`src/rtl/button_conditioner.sv`:
```
`default_nettype none
// ============================================================================
//  Module   : button_conditioner
//  Purpose  : Synchronizes and debounces a raw pushbutton, producing a clean
//             level, single-cycle press/release strobes and a press counter.
//  Revision : 1.0 - initial release
// ============================================================================
module button_conditioner #(
  parameter int DEBOUNCE_CYCLES = 500000,
  parameter int COUNT_WIDTH     = 4
) (
  input  logic                   CLK,
  input  logic                   CLR,
  input  logic                   btn,
  output logic                   debounced,
  output logic                   press_pulse,
  output logic                   release_pulse,
  output logic [COUNT_WIDTH-1:0] press_count
);

  // Timer only has to reach DEBOUNCE_CYCLES-1, so ceil(log2) bits suffice.
  localparam int TIMER_WIDTH = $clog2(DEBOUNCE_CYCLES);
  localparam logic [TIMER_WIDTH-1:0] C_TIMER_MAX = TIMER_WIDTH'(DEBOUNCE_CYCLES - 1);

  typedef enum logic [1:0] {
    STABLE_LOW  = 2'd0,
    WAIT_HIGH   = 2'd1,
    STABLE_HIGH = 2'd2,
    WAIT_LOW    = 2'd3
  } state_t;

  logic                   r_sync1;
  logic                   r_sync2;
  state_t                 r_state;
  state_t                 w_state_next;
  logic [TIMER_WIDTH-1:0] r_timer;
  logic [TIMER_WIDTH-1:0] w_timer_next;
  logic                   w_accept_high;
  logic                   w_accept_low;

  // Two-flop synchronizer; only r_sync2 feeds the debounce logic.
  always_ff @(posedge CLK) begin
    if (CLR) begin
      r_sync1 <= 1'b0;
      r_sync2 <= 1'b0;
    end else begin
      r_sync1 <= btn;
      r_sync2 <= r_sync1;
    end
  end

  // Next-state logic: a level change must be seen for DEBOUNCE_CYCLES
  // consecutive samples in the WAIT state before it is accepted.
  always_comb begin
    w_state_next  = r_state;
    w_timer_next  = r_timer;
    w_accept_high = 1'b0;
    w_accept_low  = 1'b0;
    case (r_state)
      STABLE_LOW: begin
        w_timer_next = '0;
        if (r_sync2) begin
          w_state_next = WAIT_HIGH;
        end
      end
      WAIT_HIGH: begin
        if (!r_sync2) begin
          w_state_next = STABLE_LOW;
          w_timer_next = '0;
        end else if (r_timer == C_TIMER_MAX) begin
          w_state_next  = STABLE_HIGH;
          w_timer_next  = '0;
          w_accept_high = 1'b1;
        end else begin
          w_timer_next = r_timer + 1'b1;
        end
      end
      STABLE_HIGH: begin
        w_timer_next = '0;
        if (!r_sync2) begin
          w_state_next = WAIT_LOW;
        end
      end
      WAIT_LOW: begin
        if (r_sync2) begin
          w_state_next = STABLE_HIGH;
          w_timer_next = '0;
        end else if (r_timer == C_TIMER_MAX) begin
          w_state_next = STABLE_LOW;
          w_timer_next = '0;
          w_accept_low = 1'b1;
        end else begin
          w_timer_next = r_timer + 1'b1;
        end
      end
      default: begin
        w_state_next = STABLE_LOW;
        w_timer_next = '0;
      end
    endcase
  end

  // State, timer and registered outputs; outputs track the state being entered
  // so that debounced and the strobes change on the same edge as the state.
  always_ff @(posedge CLK) begin
    if (CLR) begin
      r_state       <= STABLE_LOW;
      r_timer       <= '0;
      debounced     <= 1'b0;
      press_pulse   <= 1'b0;
      release_pulse <= 1'b0;
      press_count   <= '0;
    end else begin
      r_state       <= w_state_next;
      r_timer       <= w_timer_next;
      debounced     <= (w_state_next == STABLE_HIGH) || (w_state_next == WAIT_LOW);
      press_pulse   <= w_accept_high;
      release_pulse <= w_accept_low;
      if (w_accept_high) begin
        press_count <= press_count + 1'b1;
      end
    end
  end

endmodule
`default_nettype wire

```
`config.mk`:
```
export PLATFORM = sky130hd
export DESIGN_NAME = button_conditioner
export DESIGN_NICKNAME = d
export VERILOG_FILES = /design/src/rtl/button_conditioner.sv
export SDC_FILE = /design/constraint.sdc
export NUM_CORES = 1
export LEC_CHECK = 0
export CORE_MARGIN = 4
export CORE_UTILIZATION = 57
export DETAILED_ROUTE_END_ITERATION = 10
export MAX_ROUTING_LAYER = met4
export PLACE_DENSITY = 0.84
export SLEW_MARGIN = 20
export SYNTH_ARGS = -nofsm -noshare
export SYNTH_HDL_FRONTEND = slang
export SYNTH_SLANG_ARGS = --single-unit
```
`constraint.sdc`:
```
create_clock -name CLK -period 2.4 [get_ports CLK]
set_input_delay 0.48 -clock CLK [delete_from_list [all_inputs] [get_ports CLK]]
set_output_delay 0.48 -clock CLK [all_outputs]
set_load 0.01 [all_outputs]
```
# == Word level (Yosys, flattened, before mapping) ==
# Cells that the tools add are included.
# op_classes
n_bitwise,1
mux,14
n_addsub,2
n_eq_ne,6
reduce_logical,4
# ops
cell,count
19-bit 2-to-1 mux,3
19-bit one-hot mux with 3 select lines,1
"19-bit by 1-bit adder with 19-bit output, second input constant",1
"19-bit == test, second input constant",1
2-bit 2-to-1 mux,6
"2-bit == test, second input constant",4
2-bit one-hot mux with 4 select lines,1
"4-bit by 1-bit adder with 4-bit output, second input constant",1
1-bit 2-to-1 mux,3
3-bit OR reduction,1
"2-bit by 1-bit == test with 1-bit output, second input constant",1
2-bit logical NOT,1
2-bit OR reduction,1
1-bit logical OR,1
1-bit inverter,1
# totals
output_inout_bits,7
inputBits,3
regBits,30
elab_cells,35

# == Logic depth before layout (Yosys ltp) ==
# depth
ltp_word,6
mapped_depth,6
ltp_nobuf,5

# == Worst setup path after synthesis ==
# Ideal clock, no wire load.
# synth_timing
kind,register to register
from,register r_timer[0]
to,register r_timer[11]
required_time_ns,2.283
synth_period_minus_slack_ns,1.718
arrival_ns,1.601
path_stages_with_launch,7
slack_ns,0.682
n_path_buf,1
setup_ns,0.117
cell_sequence,dfxtp_1 > ha_1 > nor4b_1 > nand4_1 > o21ai_2 > buf_2 > nor2_1
# synth_via
elab_chain_cells,4
word_cells_on_any_way,6
cone_classes,add/sub (1); eq/ne (1); mux (4)
# synth_rtl
item,line_no,text
from (decl),36,logic [TIMER_WIDTH-1:0] r_timer;
from (signal assigned),115,r_timer <= w_timer_next;
19-bit by 1-bit adder with 19-bit output or 19-bit == test (tied branches),--,
19-bit 2-to-1 mux *,"70, 88",
"19-bit 2-to-1 mux, on equally long branches","85, 67",
19-bit one-hot mux with 3 select lines *,59,case (r_state)
# Every way passes the cells marked *; elsewhere a longest branch is shown, timed or not.
# A chain may end at the register's enable or synchronous reset.

# == Worst setup path after layout ==
# layout_timing
from,register r_timer[0]
to,register r_timer[0]
# The elaborated chain is that of the path after synthesis.

==> impl_metrics.csv <==
group,metric,value,unit
clock_tree,clock_latency,330,ps
place,place_congestion,0.886,
power_and_ir_drop,pwr-share-comb,1.3,%
synthesis,yosys_register_bits,30,
final_layout,seq_area,601,um2
synthesis,synth_edf_count,0,
die,coreArea,2280,um2
drt,drt_iter0_markers,34,
timing,setup_viol,0,
drt,routed_via_density,5.89,
worst_setup_path,cp_slowest_stage_delay,460,ps
die,die_area,3310,um2
timing,fin_ws,323,ps
power_and_ir_drop,switching_power,0.167,mW
drt,drc_errors,0,
grt,antenna_found_initial,0,
place,placedCellCount,184,
synthesis,synth_cell_types,41,
timing,fin_crit_sh,86.5,%
clock_tree,post_cts_buffers,0,
drt,routed_wirelength,2780,um
power_and_ir_drop,switching_share,20.8,%
power_and_ir_drop,power_leakage,0.494,nW
grt,grt_overflow_total,0,
power_and_ir_drop,power_frac_seq,62.4,%
synthesis,yosys_warnings,0,
die,start_util,61.5,%
drt,wl_per_cell,14.6,um
worst_setup_path,crit_buf_inv,1,
min_path,min_path_type,"register to register",
clock_tree,htreeDepth,2,
worst_setup_path,crit_path_start_kind,"register",
drt,dr.pass1.iters,4,
synthesis,syn_avg_cell_area,9.39,um2
synthesis,synth_nets,154,
die,ioPinCount,10,
worst_setup_path,crit_path_top_delay_cell,"dfxtp_1",
clock_tree,cts_inserted_buffers,5,
worst_setup_path,worstSetupEndpointType,"register",
grt,grt_max_degree,12,
drt,vias,1120,
power_and_ir_drop,power.total,0.803,mW
worst_setup_path,crit_family,"simple AND/OR/NAND/NOR gates",
synthesis,ys.flop_type,"dfxtp_1",
timing,setup_tns,0,ps
clock_tree,clk_path_buf_depth,2,
clock_tree,cts_resized,0,
clock_tree,cts_tree,"yes",
worst_setup_path,cp.required,2610,ps
die,die_h,57.5,um
final_layout,drive_above_1_share,9.88,%
synthesis,synthCells,149,
clock_tree,cts-hold-fix-buffers,0,
synthesis,synthArstFlopShare,0,%
timing,rsz0062_at_grt,"no",
place,post-place-ws,375,ps
min_path,worstHoldStart,"r_sync1$_SDFF_PP0_",
synthesis,yosysSeqAreaShare,42.9,%
final_layout,final_cell_mix,"dfxtp_1 (30), nor2_1 (19), xnor2_1 (9), nand3_1 (9), clkdlybuf4s50_1 (9)",
timing,fmax,482,MHz
clock_tree,cts.sinks,30,
final_layout,layout.cells.non_filler,190,
grt,grt_use_total,19.8,%
worst_setup_path,arrival,2280,ps
power_and_ir_drop,p_int,0.637,mW
worst_setup_path,cp_max_fo,11,
worst_setup_path,crit_type,"register to register",
timing,period_minus_slack,2080,ps
power_and_ir_drop,clkPwrFrac,36.4,%
clock_tree,clock-root-buffer,"clkbuf_4",
timing,hold_violations,0,
timing,slew_viol_final,0,
final_layout,syn_to_final_growth,12.0,%
grt,first_global_vias,1116,
timing,worstMarginPinSlew,536,ps
die,fp-row-count,17,
synthesis,netlist_area,1400,um2
final_layout,fillers,179,
worst_setup_path,startpoint,"r_timer[0]$_SDFF_PP0_",
flow_run,maxCapViolCount,0,
timing,skew,12.5,ps
place,dp_hpwl,2060,um
worst_setup_path,reg2reg_from,"r_timer[0]$_SDFF_PP0_",
final_layout,nNetsFinal,168,
final_layout,multiInputGateArea,752,um2
timing,worst_slew_margin_rel,64.2,%
power_and_ir_drop,vdd_ir_drop_max,0.494,mV
clock_tree,clk_pin_slew,90,ps
run_status,status,"finished, final reports clean",
power_and_ir_drop,power.density,513,nW/um2
worst_setup_path,path_cells,"ha_1, nor4b_1, nand4_1, o21ai_2, buf_4, nor2_1",
drt,ant_nets,0,
final_layout,layout_commonest_cell,"dfxtp_1",
grt,grt_pass1_wl,4900,um
die,die_w,57.5,um
final_layout,final_util,68.8,%
place,port_buffers,9,
final_layout,antennaDiodeCount,0,
[layout make-up]
| class | count | area share [%] |
|---|---|---|
| clock buffer | 6 | 3.27 |
| inverter | 6 | 1.44 |
| multi-input combinational | 109 | 48.0 |
| sequential | 30 | 38.3 |
| tap | 28 | 2.24 |
| timing repair buffer | 11 | 6.71 |
[power groups by stage]
stage	Combinational, mW	Sequential [mW]	Clock, mW
final	0.0102	0.501	0.292
after global routing	0.0114	0.502	0.321
after CTS	0.0101	0.501	0.301
after detailed placement	0.0101	0.513	0
after global placement	0.00965	0.512	0
after floorplan	0.00460	0.512	0
[per-stage QoR]
stage	instance area (um2)	hold WS, ps
finish	1570	480
global route	1570	501
CTS	1570	486
detailed placement	1520	474
global placement	1520	421
floorplan	1400	414
[cell usage after synthesis, types with 2 or more instances]
cell      count  area (um2)
o221ai_1      2        17.5
and3_1        3        18.8
nor2b_1       3        18.8
nor2_1       19        71.3
nand4_1       8        50.1
or4_1         2        15.0
nor4b_1       2        17.5
xor2_1        5        43.8
clkbuf_1      2        7.51
and2_1        2        12.5
dfxtp_1      30         601
inv_1         6        22.5
o21ai_0       3        15.0
a21oi_1       7        35.0
xnor2_1       9        78.8
nor3b_1       2        15.0
nand3_1       9        45.0
nor4_1        3        18.8
ha_1          2        25.0
o31ai_1       2        15.0
nand2_1       3        11.3
nor3_1        4        20.0
and4_1        3        26.3
[flip-flops by register name, indices dropped and copies added (netlist names)]
| name | flops |
|---|---|
| release_pulse | 1 |
| r_sync2 | 1 |
| r_sync1 | 1 |
| debounced | 1 |
| r_timer | 19 |
| press_count | 4 |
| r_state | 2 |
| press_pulse | 1 |
[final timing paths]
kind	endpoint	slack, ps	cells past startpoint
max	r_timer[0]$_SDFF_PP0_	320	6
min	r_sync2$_SDFF_PP0_	480	1
max reg2reg	r_timer[0]$_SDFF_PP0_	320	6
min reg2reg	r_sync2$_SDFF_PP0_	480	1
[cell families (layout without fill, tap and decap cells)]
family                   after synthesis  after routing  synth area share [%]
XOR/XNOR                              14             14                  8.77
AND/OR/NAND/NOR                       74             74                  34.3
buffers and inverters                 10             23                  3.31
flip-flops                            30             30                  42.9
adder cells (fa/ha/maj)                2              2                  1.79
AO/OA/AOI/OAI                         19             19                  8.86
[routing by layer]
metal	track usage [%]	share of wire (%)	wire (um)	up-vias
met1	20.8	43	1200	524
li1	-	-	-	568
met4	11.9	2.2	62	0
met3	4.75	3.7	103	7
met2	33.1	51	1420	21
met5	-	0	0	-
Power figures use the tool's default switching activity.
